**src/rtl/mouse_receiver_if.sv**
```systemverilog
// mouse_receiver_if: PS/2 line inputs, read gating and received-byte result bundle.
// The ERR_COUNT field exists only when MOUSE_RX_ERR_COUNT_EN is defined.
interface mouse_receiver_if;
    logic       CLK_MOUSE_IN;
    logic       DATA_MOUSE_IN;
    logic       READ_ENABLE;
    logic [7:0] BYTE_READ;
    logic [1:0] BYTE_ERROR_CODE;
    logic       BYTE_READY;
`ifdef MOUSE_RX_ERR_COUNT_EN
    logic [7:0] ERR_COUNT;

    // receiver side: consumes the PS/2 lines, produces the byte result
    modport master (
        input  CLK_MOUSE_IN, DATA_MOUSE_IN, READ_ENABLE,
        output BYTE_READ, BYTE_ERROR_CODE, BYTE_READY, ERR_COUNT
    );
    // consumer side: the mouse master state machine / line driver
    modport slave (
        output CLK_MOUSE_IN, DATA_MOUSE_IN, READ_ENABLE,
        input  BYTE_READ, BYTE_ERROR_CODE, BYTE_READY, ERR_COUNT
    );
`else
    // receiver side: consumes the PS/2 lines, produces the byte result
    modport master (
        input  CLK_MOUSE_IN, DATA_MOUSE_IN, READ_ENABLE,
        output BYTE_READ, BYTE_ERROR_CODE, BYTE_READY
    );
    // consumer side: the mouse master state machine / line driver
    modport slave (
        output CLK_MOUSE_IN, DATA_MOUSE_IN, READ_ENABLE,
        input  BYTE_READ, BYTE_ERROR_CODE, BYTE_READY
    );
`endif
endinterface

```
**src/rtl/mouse_receiver.sv**
```systemverilog
// mouse_receiver: PS/2 device-to-host frame deserialiser (start, 8 data LSB-first,
// odd parity, stop) with clock glitch filter and inter-edge timeout.
// Optional error counter output enabled by defining MOUSE_RX_ERR_COUNT_EN.
module mouse_receiver #(
    parameter int unsigned TIMEOUT_CYCLES = 50000,
    parameter int unsigned FILTER_LEN     = 8
) (
    input  logic             CLK,
    input  logic             RESET,
    mouse_receiver_if.master bus
);
    localparam int unsigned FLT_W = $clog2(FILTER_LEN);
    localparam int unsigned TMO_W = $clog2(TIMEOUT_CYCLES + 1);

    typedef enum logic [2:0] {
        S_IDLE   = 3'd0,
        S_DATA   = 3'd1,
        S_PARITY = 3'd2,
        S_STOP   = 3'd3,
        S_DONE   = 3'd4
    } state_t;

    state_t             state;
    state_t             state_next;
    logic               clk_s1, clk_s2, dat_s1, dat_s2;
    logic [FLT_W-1:0]   flt_cnt;
    logic               flt_level;
    logic               fe;
    logic [TMO_W-1:0]   tmo_cnt;
    logic [2:0]         bit_idx;
    logic [7:0]         shift_reg;
    logic               par_bit;
    logic               stop_bit;
    logic [7:0]         byte_read;
    logic [1:0]         byte_err;
    logic               byte_ready;
    logic               in_frame_c;
    logic               timeout_c;
    logic               start_c, shift_c, par_c, stop_c, done_c, abort_c;
    logic [1:0]         err_c;

    // Two-flop synchronisers; reset to the idle-high line level so no false edge follows reset
    always_ff @(posedge CLK) begin
        if (!RESET) begin
            clk_s1 <= 1'b1;
            clk_s2 <= 1'b1;
            dat_s1 <= 1'b1;
            dat_s2 <= 1'b1;
        end else begin
            clk_s1 <= bus.CLK_MOUSE_IN;
            clk_s2 <= clk_s1;
            dat_s1 <= bus.DATA_MOUSE_IN;
            dat_s2 <= dat_s1;
        end
    end

    // Clock glitch filter: level flips after FILTER_LEN consecutive differing samples; fe marks a 1->0 flip
    always_ff @(posedge CLK) begin
        if (!RESET) begin
            flt_cnt   <= '0;
            flt_level <= 1'b1;
            fe        <= 1'b0;
        end else begin
            fe <= 1'b0;
            if (clk_s2 == flt_level) begin
                flt_cnt <= '0;
            end else if (flt_cnt == FLT_W'(FILTER_LEN - 1)) begin
                flt_cnt   <= '0;
                flt_level <= clk_s2;
                fe        <= flt_level;
            end else begin
                flt_cnt <= flt_cnt + FLT_W'(1);
            end
        end
    end

    // Inter-edge timeout counter: runs inside a frame, cleared on each falling edge, saturating
    always_ff @(posedge CLK) begin
        if (!RESET) begin
            tmo_cnt <= '0;
        end else if (!in_frame_c || fe) begin
            tmo_cnt <= '0;
        end else if (tmo_cnt != TMO_W'(TIMEOUT_CYCLES)) begin
            tmo_cnt <= tmo_cnt + TMO_W'(1);
        end
    end

    assign in_frame_c = (state == S_DATA) || (state == S_PARITY) || (state == S_STOP);
    assign timeout_c  = in_frame_c && (tmo_cnt == TMO_W'(TIMEOUT_CYCLES));

    // FSM state register
    always_ff @(posedge CLK) begin
        if (!RESET) begin
            state <= S_IDLE;
        end else begin
            state <= state_next;
        end
    end

    // FSM next-state logic; a timeout takes priority over a coincident edge
    always_comb begin
        state_next = state;
        case (state)
            S_IDLE: begin
                if (fe && bus.READ_ENABLE && !dat_s2) begin
                    state_next = S_DATA;
                end
            end
            S_DATA: begin
                if (timeout_c) begin
                    state_next = S_IDLE;
                end else if (fe && (bit_idx == 3'd7)) begin
                    state_next = S_PARITY;
                end
            end
            S_PARITY: begin
                if (timeout_c) begin
                    state_next = S_IDLE;
                end else if (fe) begin
                    state_next = S_STOP;
                end
            end
            S_STOP: begin
                if (timeout_c) begin
                    state_next = S_IDLE;
                end else if (fe) begin
                    state_next = S_DONE;
                end
            end
            S_DONE: begin
                state_next = S_IDLE;
            end
            default: begin
                state_next = S_IDLE;
            end
        endcase
    end

    // FSM output decode: datapath strobes for the current state
    always_comb begin
        start_c = 1'b0;
        shift_c = 1'b0;
        par_c   = 1'b0;
        stop_c  = 1'b0;
        done_c  = 1'b0;
        abort_c = timeout_c;
        case (state)
            S_IDLE:   start_c = fe && bus.READ_ENABLE && !dat_s2;
            S_DATA:   shift_c = fe && !timeout_c;
            S_PARITY: par_c   = fe && !timeout_c;
            S_STOP:   stop_c  = fe && !timeout_c;
            S_DONE:   done_c  = 1'b1;
            default:  ;
        endcase
    end

    // Error code of the assembled frame: bit0 even ones over data+parity, bit1 stop low
    assign err_c = {~stop_bit, ~(^shift_reg ^ par_bit)};

    // Frame assembly and registered byte outputs
    always_ff @(posedge CLK) begin
        if (!RESET) begin
            bit_idx    <= '0;
            shift_reg  <= '0;
            par_bit    <= 1'b0;
            stop_bit   <= 1'b0;
            byte_read  <= '0;
            byte_err   <= '0;
            byte_ready <= 1'b0;
        end else begin
            byte_ready <= done_c;
            if (start_c) begin
                bit_idx <= '0;
            end
            if (shift_c) begin
                shift_reg[bit_idx] <= dat_s2;
                bit_idx            <= bit_idx + 3'd1;
            end
            if (par_c) begin
                par_bit <= dat_s2;
            end
            if (stop_c) begin
                stop_bit <= dat_s2;
            end
            if (done_c) begin
                byte_read <= shift_reg;
                byte_err  <= err_c;
            end
        end
    end

    assign bus.BYTE_READ       = byte_read;
    assign bus.BYTE_ERROR_CODE = byte_err;
    assign bus.BYTE_READY      = byte_ready;

`ifdef MOUSE_RX_ERR_COUNT_EN
    logic [7:0] err_count;

    // Saturating count of errored frames and timeout aborts
    always_ff @(posedge CLK) begin
        if (!RESET) begin
            err_count <= '0;
        end else if (((done_c && (err_c != 2'b00)) || abort_c) && (err_count != 8'hFF)) begin
            err_count <= err_count + 8'd1;
        end
    end

    assign bus.ERR_COUNT = err_count;
`endif

endmodule
```
**src/flat_wrapper.sv**
```systemverilog
// flat-port wrapper written by rule: the top's interface ports become plain ports
module mouse_receiver_flat 
#(
    parameter int unsigned TIMEOUT_CYCLES = 50000,
    parameter int unsigned FILTER_LEN     = 8
)
  (CLK, RESET, bus_CLK_MOUSE_IN, bus_DATA_MOUSE_IN, bus_READ_ENABLE, bus_BYTE_READ, bus_BYTE_ERROR_CODE, bus_BYTE_READY);
  mouse_receiver_if bus_i ();
  input  logic CLK;
  input  logic RESET;
  input wire logic [$bits(bus_i.CLK_MOUSE_IN)-1:0] bus_CLK_MOUSE_IN;
  input wire logic [$bits(bus_i.DATA_MOUSE_IN)-1:0] bus_DATA_MOUSE_IN;
  input wire logic [$bits(bus_i.READ_ENABLE)-1:0] bus_READ_ENABLE;
  output wire logic [$bits(bus_i.BYTE_READ)-1:0] bus_BYTE_READ;
  output wire logic [$bits(bus_i.BYTE_ERROR_CODE)-1:0] bus_BYTE_ERROR_CODE;
  output wire logic [$bits(bus_i.BYTE_READY)-1:0] bus_BYTE_READY;
  assign bus_i.CLK_MOUSE_IN = bus_CLK_MOUSE_IN;
  assign bus_i.DATA_MOUSE_IN = bus_DATA_MOUSE_IN;
  assign bus_i.READ_ENABLE = bus_READ_ENABLE;
  assign bus_BYTE_READ = bus_i.BYTE_READ;
  assign bus_BYTE_ERROR_CODE = bus_i.BYTE_ERROR_CODE;
  assign bus_BYTE_READY = bus_i.BYTE_READY;
  mouse_receiver #(.TIMEOUT_CYCLES(TIMEOUT_CYCLES), .FILTER_LEN(FILTER_LEN)) u_core (.CLK(CLK), .RESET(RESET), .bus(bus_i));
endmodule
```
**config.mk**
```make
export PLATFORM = sky130hd
export DESIGN_NAME = mouse_receiver_flat
export DESIGN_NICKNAME = d
export VERILOG_FILES = /design/src/rtl/mouse_receiver_if.sv /design/src/rtl/mouse_receiver.sv /design/src/flat_wrapper.sv
export SDC_FILE = /design/constraint.sdc
export NUM_CORES = 1
export LEC_CHECK = 0
export ABC_AREA = 1
export BUFFER_PORTS_ARGS = -buffer_cell sky130_fd_sc_hd__buf_4
export CAP_MARGIN = 20
export CORE_ASPECT_RATIO = 0.9
export CORE_MARGIN = 2
export CORE_UTILIZATION = 52
export DETAILED_ROUTE_END_ITERATION = 6
export MAX_ROUTING_LAYER = met4
export PLACE_DENSITY_LB_ADDON = 0.3
export SLEW_MARGIN = 10
export SYNTH_ARGS = -nofsm -noshare
export SYNTH_HDL_FRONTEND = slang
export SYNTH_SLANG_ARGS = --single-unit
```
**constraint.sdc**
```tcl
create_clock -name CLK -period 4.3 [get_ports CLK]
set_clock_uncertainty 0.05 [all_clocks]
set_input_delay 0.215 -clock CLK [delete_from_list [all_inputs] [get_ports CLK]]
set_output_delay 0.215 -clock CLK [all_outputs]
set_load 0.01 [all_outputs]
```
### After elaboration in Yosys (flattened, before gate mapping)

Cells that the tools add are included.

| word-level totals | value |
|---|---|
| register bits | 52 |
| input bits | 5 |
| output and inout bits | 11 |
| logic and storage cells | 78 |

| operators by class | value |
|---|---|
| add/subtract/negate cells | 3 |
| magnitude comparators | 2 |
| equal/unequal tests | 13 |
| mux-type cells | 18 |
| bitwise operators | 6 |
| reductions and logical operators | 20 |

Operators with widths:

| operator | number |
|---|---|
| $mux 3 | 9 |
| $add 16x1->16 const B | 1 |
| $eq 16x16->1 const B | 1 |
| $ne 16x16->1 const B | 1 |
| $pmux 3 s4 | 1 |
| $eq 3x3->1 const B | 3 |
| $bwmux 8 | 1 |
| $reduce_xor 8->1 | 1 |
| $add 3x1->3 const B | 2 |
| $eq 3x2->1 const B | 2 |
| $logic_and 1x1->1 | 6 |
| $mux 1 | 6 |
| $ne 3x1->1 const B | 2 |
| $reduce_or 3->1 | 2 |
| $not 1->1 | 5 |
| $lt 3x4->1 const B | 1 |
| $reduce_and 4->1 | 1 |
| $demux 1 s3 | 1 |
| $eq 3x1->1 const B | 1 |
| $ge 3x1->1 const B | 1 |
| $logic_not 1->1 | 3 |
| $logic_not 3->1 | 1 |
| $logic_or 1x1->1 | 3 |
| $ne 3x2->1 const B | 1 |
| 6 further kinds | 6 |

### Depth between registers and ports, before layout

Gate-level depths: netlist of run 1.

| depth | value |
|---|---|
| depth after elaboration | 8 |
| depth in mapped cells | 12 |
| mapped depth without buffers | 12 |

### Least setup slack after synthesis of run 1

Ideal clock, no wire load.

| timing path | value |
|---|---|
| path kind | flip-flop to flip-flop |
| from | register u_core.tmo_cnt[0] |
| to | register u_core.tmo_cnt[14] |
| setup time | 0.119 ns |
| data arrival time | 1.347 ns |
| required time | 4.131 ns |
| path slack | 2.784 ns |
| cell stages (with the launch flop) | 9 |
| buffers on the path | 0 |
| path through | dfxtp_1 -> ha_1 -> nand3_1 -> inv_1 -> nand3_1 -> nor2_1 -> nand3_1 -> o21ai_0 -> a21oi_1 |

| between the ends | value |
|---|---|
| cells in the longest elaborated chain, start to end | 1 |
| elaborated cells on any way between the ends | 2 |

Ends and longest elaborated chain:

| item | line | source |
|---|---|---|
| start, declared | mouse_receiver.sv:29 | `logic [TMO_W-1:0] tmo_cnt;` |
| start signal, assigned | mouse_receiver.sv:84 | `tmo_cnt <= tmo_cnt + TMO_W'(1);` |
| $add 16x1->16 / $ne 16x16->1 (equally long branches) | mouse_receiver.sv:84, mouse_receiver.sv:83 |  |

Several ways; a longest one is shown, not always the timed one.
A chain may end at the register's enable or synchronous reset.

### Worst setup path in the final report of run 1

Same ends and word-level chain as after synthesis.

==> qor.txt, run 1 <==
routed wl met2 -> 1880 um
vias -> 2150
endpoints failing setup -> 0
Mean Syn Cell Area -> 7.09 um2
switching power share of the total -> 0.288
Top Layer Used -> met4
WS Path Type -> reg -> reg
Worst setup SP type -> register
Sw Pwr -> 264 uW
Multi-input gate area -> 1190 um2
WL/cell -> 10.8 um
vias per cell -> 5.07
Die Y -> 69.1 um
Starting Density -> 0.545
Hold Buf Count CTS -> 0
Finished Layout Cells -> 424
Placeable Area -> 4490 um2
GRT Overall Usage -> 0.195
combinational fraction of design power -> 0.138
status -> complete, no violations
hold_ws -> 0.0390 ns
Worst Hold End -> u_core.clk_s1
met3 wire len -> 248 um
Crit path required time -> 4.46 ns
synth-to-layout area growth -> 10.0%
most area-consuming cells after synthesis -> dfxtp_1 43%, nand2_1 11%, nor2_1 7.2%, inv_1 6.6%, nand3_1 5.5%
initial antenna violation count -> 0
count leader, synth -> nand2_1
Yosys reg bits -> 52
top cell type by total area after synthesis -> dfxtp_1
Critical Path AT -> 1.90 ns
worst vdd ir -> 226 uV
max cap viols -> 0
Slew headroom -> 0.695
wl on met1 -> 2380 um
Detailed Place HPWL -> 3320 um
postcts setup bufs -> 0
Synth top area share -> 0.426
Clock Path Buffers -> 2
hold depth -> 2
H-tree Lvls -> 2
r2r worst-path depth -> 8
share of cells above drive strength 1 -> 0.105
Pwr Total -> 918 uW
Power Dens Cells -> 341 nW/um2
GP Congestion -> 0.876
Cell Area, Synth -> 2440 um2
vias in the first global route -> 1914
n_diodes -> 0
Post-synth top flop -> dfxtp_1
warning count from the yosys run -> 0
Cells after Synth -> 345
clk sinks -> 52
I/O Pins -> 16
die area -> 5270 um2
Site Rows -> 23
DRT iter0 DRCs -> 135
Max Clk Rate -> 0.575 GHz
Worst Tran Pin Value -> 0.457 ns
drt total wl -> 4570 um
Pleak -> 1.13 nW
crit-path max FO -> 6
Net count, final -> 372
fillcell total -> 435
final setup TNS -> 0 ns
register area -> 1040 um2
DRC Markers -> 0
clock power share -> 0.309
unrepaired setup endpoints after global routing -> false
Reg2Reg Setup Slack -> 2.56 ns
minimum clock period -> 1.74 ns
CTS clk-pin slew, worst paths -> 0.10 ns
Num CTS Buffers -> 5
Antenna Nets Post-Route -> 0
Port Buffers -> 15
max-slew violation count -> 0
Hold Fails Final Rpt -> 0
Int Pwr -> 653 uW
CTS-repair resized insts -> 0
chip width -> 76.3 um
largest net degree at the start of global routing -> 23
Post-Syn Nets -> 356
CTS tree -> built
Yosys cell types -> 29
Congestion Overflow GR -> 0
CTS root buf -> clkbuf_8
Synth async-reset ratio -> 0
Skew-Pair Late Insertion Delay -> 0.31 ns
RR Endpoint -> u_core.tmo_cnt[14]
sequential share of power -> 0.553
Synth top cells by count -> 69 x nand2_1, 52 x dfxtp_1, 47 x nor2_1, 43 x inv_1, 27 x nand3_1
number of synthesized flops with an enable pin -> 0
sequential-to-total area share from yosys stat -> 0.426
hold crit path type -> in -> reg
Largest register FFs -> 16
CP max stage cell -> dfxtp_1
hold wc startpoint -> bus_CLK_MOUSE_IN
final core occ -> 0.599
R2R Path Start -> u_core.tmo_cnt[0]
Max stage delay on crit path -> 0.40 ns
first-pass GRT wire length -> 8270 um
drt first pass iters -> 4
placed insts -> 416
Top cell by count, worst path -> nand3_1
crit path cell chain -> ha_1 > nand3_1 > inv_1 > nand3_1 > nor2_1 > nand3_1 > o21ai_0 > a21oi_1
period utilization -> 0.404
CP Capture Type -> register
## critical path: cells and delay by family, from the launching register on
family,cells,cell delay [ns]
compound gates,2,0.24
fa+ha+maj,1,0.21
flops,1,0.40
buf+inv,1,0.09
simple gates,4,0.65
## power groups by stage
stage	logic [mW]	registers [mW]	clock network, mW
3_5_place_dp	0.124	0.518	0
4_1_cts	0.125	0.507	0.295
3_3_place_gp	0.122	0.518	0
2_1_floorplan	0.101	0.515	0
5_1_grt	0.144	0.510	0.314
6_report	0.126	0.508	0.284
## metrics by stage
step / setup WS (ns) / instance area [um2]
2_1_floorplan: 2.78 / 2440
3_3_place_gp: 2.66 / 2600
3_5_place_dp: 2.60 / 2600
4_1_cts: 2.58 / 2690
5_1_grt: 2.36 / 2690
6_report: 2.56 / 2690
## cell usage in the layout (no fill, tap or decap)
cell type / instances
o21ai_0: 24
buf_4: 15
o21a_1: 1
nor2_2: 3
a211oi_1: 2
or2_2: 4
o211ai_1: 1
dfxtp_1: 52
xnor2_1: 3
clkinv_4: 1
o31ai_1: 1
xor2_1: 2
nand3_2: 1
o21bai_1: 2
nand3_1: 27
a21oi_1: 25
clkinv_2: 1
nand2_1: 69
nand2_4: 3
nand4_1: 5
ha_1: 6
nor3_1: 13
inv_6: 1
inv_2: 1
clkinvlp_4: 1
nand2_2: 1
inv_1: 43
nor2_1: 47
nor4_1: 1
nor2_4: 1
clkbuf_8: 5
## kinds of logic after synthesis
family,share of synthesized area
AND/OR/NAND/NOR,0.318
AO/OA/AOI/OAI,0.122
flip-flops,0.426
buffers and inverters,0.0855
adder cells (fa/ha/maj),0.0307
XOR/XNOR,0.0179
## final cells by class
class / instances / share of cell area
clock inverters: 3 / 0.00791
multi-input cells: 242 / 0.444
clock buffers: 5 / 0.0256
repair buffers: 15 / 0.0419
flip-flops and latches: 52 / 0.387
inverters: 45 / 0.0647
well taps: 62 / 0.0288
## layer usage
layer | GRT usage | vias to the layer above
met3 | 0.0484 | 5
met2 | 0.283 | 55
li1 | - | 1151
met5 | - | -
met1 | 0.267 | 939
met4 | 0.0606 | 0
## worst max path at each step
| stage | depth (start not counted) | start | to |
|---|---|---|---|
| 3_3_place_gp | 8 | u_core.tmo_cnt[0] | u_core.tmo_cnt[12] |
| 4_1_cts | 8 | u_core.tmo_cnt[0] | u_core.tmo_cnt[14] |
| 6_report | 8 | u_core.tmo_cnt[0] | u_core.tmo_cnt[14] |
| 2_1_floorplan | 8 | u_core.tmo_cnt[0] | u_core.tmo_cnt[14] |
| 3_5_place_dp | 8 | u_core.tmo_cnt[0] | u_core.tmo_cnt[14] |
| 5_1_grt | 8 | u_core.tmo_cnt[0] | u_core.tmo_cnt[14] |
No activity file was read; power rests on OpenSTA's default activity.
==> run 2, diff against run 1 <==
==> constraint.sdc (replaced) <==
create_clock -name CLK -period 1.7 [get_ports CLK]
set_clock_uncertainty 0.05 [all_clocks]
set_input_delay 0.085 -clock CLK [delete_from_list [all_inputs] [get_ports CLK]]
set_output_delay 0.085 -clock CLK [all_outputs]
set_load 0.01 [all_outputs]
==> run 2 against run 1 <==
Effect of this change:
- maximum frequency grew 14%
- cell count up 0.94%
- highest routed layer unchanged
- critical path depth shrank 1
==> qor.txt, run 2 (synthesis gave the netlist of run 1 again) <==
Site Rows -> 23 (unchanged)
period utilization -> 0.900 (was 0.404)
met3 wire len -> 292 um (was 248 um)
r2r worst-path depth -> 7 (was 8)
Skew-Pair Late Insertion Delay -> 0.30 ns (was 0.31 ns)
GP Congestion -> 0.922 (was 0.876)
vias -> 2262 (was 2150)
endpoints failing setup -> 0 (unchanged)
status -> complete, no violations (unchanged)
routed wl met2 -> 2200 um (was 1880 um)
CTS tree -> built (unchanged)
unrepaired setup endpoints after global routing -> false (unchanged)
Congestion Overflow GR -> 0 (unchanged)
hold crit path type -> in -> reg (unchanged)
Die Y -> 69.1 um (unchanged)
Starting Density -> 0.545 (unchanged)
minimum clock period -> 1.53 ns (was 1.74 ns)
commonest non-fill, non-tap cell in the layout -> nand2_1 (unchanged)
Worst setup SP type -> register (unchanged)
Power Dens Cells -> 918 nW/um2 (was 341 nW/um2)
Crit path required time -> 1.85 ns (was 4.46 ns)
hold depth -> 3 (was 2)
postcts setup bufs -> 0 (unchanged)
chip width -> 76.3 um (unchanged)
Top Layer Used -> met4 (unchanged)
Hold Fails Final Rpt -> 0 (unchanged)
max cap viols -> 0 (unchanged)
synth-to-layout area growth -> 13.7% (was 10.0%)
worst vdd ir -> 666 uV (was 226 uV)
final setup TNS -> 0 ns (unchanged)
Max Clk Rate -> 0.653 GHz (was 0.575 GHz)
WL/cell -> 11.4 um (was 10.8 um)
Port Buffers -> 15 (unchanged)
CP Capture Type -> register (unchanged)
drt first pass iters -> 5 (was 4)
Finished Layout Cells -> 428 (was 424)
DRC Markers -> 0 (unchanged)
GRT Overall Usage -> 0.207 (was 0.195)
max-slew violation count -> 0 (unchanged)
DRT iter0 DRCs -> 107 (was 135)
clk sinks -> 52 (unchanged)
Critical Path AT -> 1.68 ns (was 1.90 ns)
Num CTS Buffers -> 5 (unchanged)
first-pass GRT wire length -> 8770 um (was 8270 um)
Antenna Nets Post-Route -> 0 (unchanged)
vias per cell -> 5.29 (was 5.07)
hold wc startpoint -> RESET (was bus_CLK_MOUSE_IN)
initial antenna violation count -> 0 (unchanged)
drt total wl -> 4880 um (was 4570 um)
fillcell total -> 426 (was 435)
Net count, final -> 376 (was 372)
wl on met1 -> 2320 um (was 2380 um)
CTS clk-pin slew, worst paths -> 0.09 ns (was 0.10 ns)
crit-path max FO -> 4 (was 6)
Clock Path Buffers -> 2 (unchanged)
n_diodes -> 0 (unchanged)
Setup WS pre-CTS -> 0.120 ns (was 2.60 ns)
die area -> 5270 um2 (unchanged)
Pwr Total -> 2.55 mW (was 918 uW)
final setup margin -> 0.170 ns (was 2.56 ns)
largest net degree at the start of global routing -> 23 (unchanged)
vias in the first global route -> 2091 (was 1914)
RR Endpoint -> u_core.tmo_cnt[13] (was u_core.tmo_cnt[14])
placed insts -> 418 (was 416)
Reg2Reg Setup Slack -> 0.17 ns (was 2.56 ns)
R2R Path Start -> u_core.tmo_cnt[2] (was u_core.tmo_cnt[0])
Largest register FFs -> 16 (unchanged)
most frequent cells in the layout -> 69 x nand2_1, 50 x dfxtp_1, 46 x nor2_1 (was 69 x nand2_1, 52 x dfxtp_1, 47 x nor2_1)
Slew headroom -> 0.681 (was 0.695)
WS Path Type -> reg -> reg (unchanged)
H-tree Lvls -> 2 (unchanged)
CTS root buf -> clkbuf_8 (unchanged)
Worst Hold End -> u_core.shift_reg[6] (was u_core.clk_s1)
Detailed Place HPWL -> 3640 um (was 3320 um)
Pleak -> 1.16 nW (was 1.13 nW)
I/O Pins -> 16 (unchanged)
Placeable Area -> 4490 um2 (unchanged)
Worst Tran Pin Value -> 0.477 ns (was 0.457 ns)
hold_ws -> 0.0743 ns (was 0.0390 ns)
share of cells above drive strength 1 -> 0.120 (was 0.105)
-- run 2: cell types whose count changed in the layout (fill, tap and decap cells not counted), sizes merged --
cell	change
bufinv	+1
clkbuf	+2
inv	-2
dlygate4sd3	+2
clkinv	-1
buf	+2
-- run 2: worst max-delay path by stage --
stage	cells after the start	slack, ns	to	from
floorplan	8	0.18	u_core.tmo_cnt[14]	u_core.tmo_cnt[0]
global placement	6	0.20	u_core.bus.BYTE_ERROR_CODE[0]	u_core.state[0]
detailed placement	5	0.12	u_core.bus.BYTE_ERROR_CODE[1]	u_core.state[0]
CTS	5	0.10	u_core.bus.BYTE_ERROR_CODE[1]	u_core.state[0]
global route	7	0.01	u_core.tmo_cnt[13]	u_core.tmo_cnt[2]
finish	7	0.17	u_core.tmo_cnt[13]	u_core.tmo_cnt[2]
-- run 2: timing repair --
item / CTS / global route
hold buffers: 2 / 0
endpoints found under the setup margin: 0 / 17
resized for setup: 0 / 6
hold endpoints to repair: 2 / 0
-- run 2: stage by stage --
| step | utilization | cell area, um2 |
|---|---|---|
| floorplan | - | 2440 |
| global placement | 0.582 | 2620 |
| detailed placement | 0.582 | 2620 |
| CTS | 0.615 | 2760 |
| global route | 0.619 | 2780 |
| finish | 0.619 | 2780 |
-- run 2: area by class of cell --
| class | instances | area [um2] | area share |
|---|---|---|---|
| multi-input combinational | 242 | 1210 | 0.434 |
| sequential | 52 | 1040 | 0.376 |
| tap | 62 | 77.6 | 0.0279 |
| inverter | 45 | 178 | 0.0639 |
| clock inverter | 1 | 30.0 | 0.0108 |
| clock buffer | 7 | 96.3 | 0.0347 |
| timing repair buffer | 19 | 148 | 0.0531 |
-- run 2: per-layer routing --
layer | up-vias | global-route usage
li1 | 1156 | -
met1 | 1028 | 0.266
met2 | 71 | 0.317
met3 | 7 | 0.0497
met4 | 0 | 0.0848
met5 | - | -
-- run 2: power breakdown --
group / switching (mW) / internal [mW]
sequential: 0.0370 / 1.25
clock: 0.394 / 0.519
combinational: 0.224 / 0.124
-- run 2: critical path, cell delays in order, from the launching register on --
cell     delay (ns)
dfxtp_1        0.42
nand3_1        0.14
nor2_1         0.18
nand2_1        0.11
nor2_1         0.22
nand2_1        0.11
nor3_1         0.14
nor3_1         0.06
==> run 3, diff against run 2 <==
--- a/config.mk
+++ b/config.mk
@@ -10,7 +10,7 @@
 export CAP_MARGIN = 20
 export CORE_ASPECT_RATIO = 0.9
 export CORE_MARGIN = 2
-export CORE_UTILIZATION = 52
+export CORE_UTILIZATION = 50
 export DETAILED_ROUTE_END_ITERATION = 6
 export MAX_ROUTING_LAYER = met4
 export PLACE_DENSITY_LB_ADDON = 0.3
==> run 3 against run 2 <==
Effect of this change:
- total power fell by 4.8%
- first-iteration DRC count shrank 9.3%
- register-to-register slack about the same
- wire length shrank 1.0%
- worst hold slack better by 0.0071 ns
- core utilization is 4.2 points lower
- non-clock buffer count rose by 1
- setup slack got worse by 0.0086 ns
- sequential cell count stayed put
- count of clock-buffer cells in the layout is 2 lower
- critical endpoint is now u_core.par_bit
- largest power group unchanged
- highest routed layer unchanged
==> qor.txt, run 3 (synthesis gave the netlist of run 1 again) <==
status -> complete, no violations (unchanged)
final setup TNS -> 0 ns (unchanged)
max-slew violation count -> 0 (unchanged)
critical path depth -> 9 (was 7)
most frequent cells in the layout -> 69 x nand2_1, 51 x dfxtp_1, 45 x nor2_1 (was 69 x nand2_1, 50 x dfxtp_1, 46 x nor2_1)
die area -> 5470 um2 (was 5270 um2)
Skew-Pair Late Insertion Delay -> 0.30 ns (about the same)
vias in the first global route -> 1945 (was 2091)
clk sinks -> 52 (unchanged)
CTS clk-pin slew, worst paths -> 0.09 ns (about the same)
Max stage delay on crit path -> 0.45 ns (was 0.42 ns)
drt first pass iters -> 4 (was 5)
Pleak -> 1.16 nW (about the same)
DRT iter0 DRCs -> 97 (was 107)
Starting Density -> 0.512 (was 0.545)
Antenna Nets Post-Route -> 0 (unchanged)
Worst Tran Pin Value -> 0.441 ns (was 0.477 ns)
crit-path max FO -> 7 (was 4)
max cap viols -> 0 (unchanged)
Worst setup SP type -> register (unchanged)
Clock Path Buffers -> 2 (unchanged)
period utilization -> 0.905 (was 0.900)
Power Dens Cells -> 882 nW/um2 (was 918 nW/um2)
Net count, final -> 377 (was 376)
crit path from -> u_core.tmo_cnt[8] (was u_core.tmo_cnt[2])
I/O Pins -> 16 (unchanged)
largest net degree at the start of global routing -> 23 (unchanged)
worst vdd ir -> 598 uV (was 666 uV)
vias -> 2163 (was 2262)
Die Y -> 70.3 um (was 69.1 um)
Slew headroom -> 0.706 (was 0.681)
chip width -> 77.7 um (was 76.3 um)
minimum clock period -> 1.54 ns (was 1.53 ns)
Num CTS Buffers -> 5 (unchanged)
endpoints failing setup -> 0 (unchanged)
Largest register FFs -> 16 (unchanged)
Port Buffers -> 15 (unchanged)
fillcell total -> 461 (was 426)
drt total wl -> 4830 um (was 4880 um)
Top cell by count, worst path -> nand2_1
Hold Fails Final Rpt -> 0 (unchanged)
Congestion Overflow GR -> 0 (unchanged)
share of cells above drive strength 1 -> 0.118 (was 0.120)
r2r worst-path depth -> 9 (was 7)
worst setup path end -> u_core.par_bit (was u_core.tmo_cnt[13])
Pwr Total -> 2.43 mW (was 2.55 mW)
WL/cell -> 11.2 um (was 11.4 um)
vias per cell -> 5.03 (was 5.29)
commonest non-fill, non-tap cell in the layout -> nand2_1 (unchanged)
CTS tree -> built (unchanged)
R2R Path Start -> u_core.tmo_cnt[8] (was u_core.tmo_cnt[2])
initial antenna violation count -> 0 (unchanged)
hold crit path type -> in -> reg (unchanged)
CP max stage cell -> dfxtp_1 (unchanged)
RR Endpoint -> u_core.par_bit (was u_core.tmo_cnt[13])
first-pass GRT wire length -> 8720 um (was 8770 um)
Site Rows -> 24 (was 23)
family with the most delay on the worst path -> simple AND/OR/NAND/NOR gates (unchanged)
crit path cell chain -> nand2_2 > clkinv_4 > nand2_1 > nor2_1 > nand3_1 > nand3_1 > nand2_1 > nand2_1 > nor2_1 (was nand3_1 > nor2_1 > nand2_1 > nor2_1 > nand2_1 > nor3_1 > nor3_1)
Reg2Reg Setup Slack -> 0.16 ns (was 0.17 ns)
Crit path required time -> 1.85 ns (about the same)
Placeable Area -> 4770 um2 (was 4490 um2)
CTS root buf -> clkbuf_8 (unchanged)
GRT Overall Usage -> 0.201 (was 0.207)
GP Congestion -> 0.820 (was 0.922)
Max Clk Rate -> 0.650 GHz (was 0.653 GHz)
WS Path Type -> reg -> reg (unchanged)
n_diodes -> 0 (unchanged)
CP Capture Type -> register (unchanged)
hold_ws -> 0.0814 ns (was 0.0743 ns)
Detailed Place HPWL -> 3500 um (was 3640 um)
synth-to-layout area growth -> 12.6% (was 13.7%)
H-tree Lvls -> 2 (unchanged)
buffers plus inverters on the worst setup path -> 1 (was 0)
DRC Markers -> 0 (unchanged)
Critical Path AT -> 1.69 ns (was 1.68 ns)
-- run 3: cell types whose count changed in the layout (fill, tap and decap cells not counted), sizes merged --
| cell | change |
|---|---|
| inv | +1 |
| clkinvlp | -1 |
| buf | +1 |
| clkbuf | -2 |
-- run 3: metal layers --
layer | GRT usage | wire, um | vias up
met2 | 0.293 | 2100 | 60
met1 | 0.286 | 2390 | 946
met3 | 0.0413 | 288 | 7
li1 | - | - | 1150
met5 | - | 0 | -
met4 | 0.0496 | 53 | 0
-- run 3: what timing repair did --
| item | in CTS | in global routing |
|---|---|---|
| setup endpoints to repair | 0 | 9 |
| hold endpoints to repair | 2 | 0 |
| setup buffers | 0 | 0 |
| hold buffers | 2 | 0 |
| gates resized for setup | 0 | 7 |
-- run 3: stage by stage --
stage	area [um2]	util	setup slack, ns	cells
after floorplan	2440	-	0.184	345
after global placement	2630	0.550	0.208	422
after detailed placement	2630	0.550	0.148	422
after CTS	2750	0.575	0.133	430
after global routing	2750	0.577	-0.0219	430
final	2750	0.577	0.161	430
-- run 3: worst min-delay path by stage --
stage | endpoint | cells after the start | slack (ns) | startpoint
2_1_floorplan | u_core.clk_s1 | 1 | 0.14 | bus_CLK_MOUSE_IN
3_3_place_gp | u_core.dat_s1 | 2 | 0.22 | bus_DATA_MOUSE_IN
3_5_place_dp | u_core.dat_s1 | 2 | 0.23 | bus_DATA_MOUSE_IN
4_1_cts | u_core.shift_reg[6] | 3 | 0.08 | RESET
5_1_grt | u_core.par_bit | 3 | 0.10 | RESET
6_report | u_core.shift_reg[3] | 3 | 0.08 | RESET
-- run 3: where the power goes --
group	total (mW)	internal, mW	switching, mW
logic	0.342	0.124	0.218
clock network	0.801	0.423	0.378
registers	1.28	1.25	0.0339
total	2.43	1.80	0.630
-- run 3: worst min-delay path, cell delays in order --
cell and delay (ns):
buf_4 0.19, nand2_1 0.09, nor2_1 0.03
-- run 3: area by class of cell --
class	count	area, um2	area share
clock buffer	5	68.8	0.0250
clock inverter	1	30.0	0.0109
inverter	45	174	0.0632
multi-input combinational	242	1200	0.437
sequential	52	1040	0.378
tap	65	81.3	0.0295
timing repair buffer	20	155	0.0563
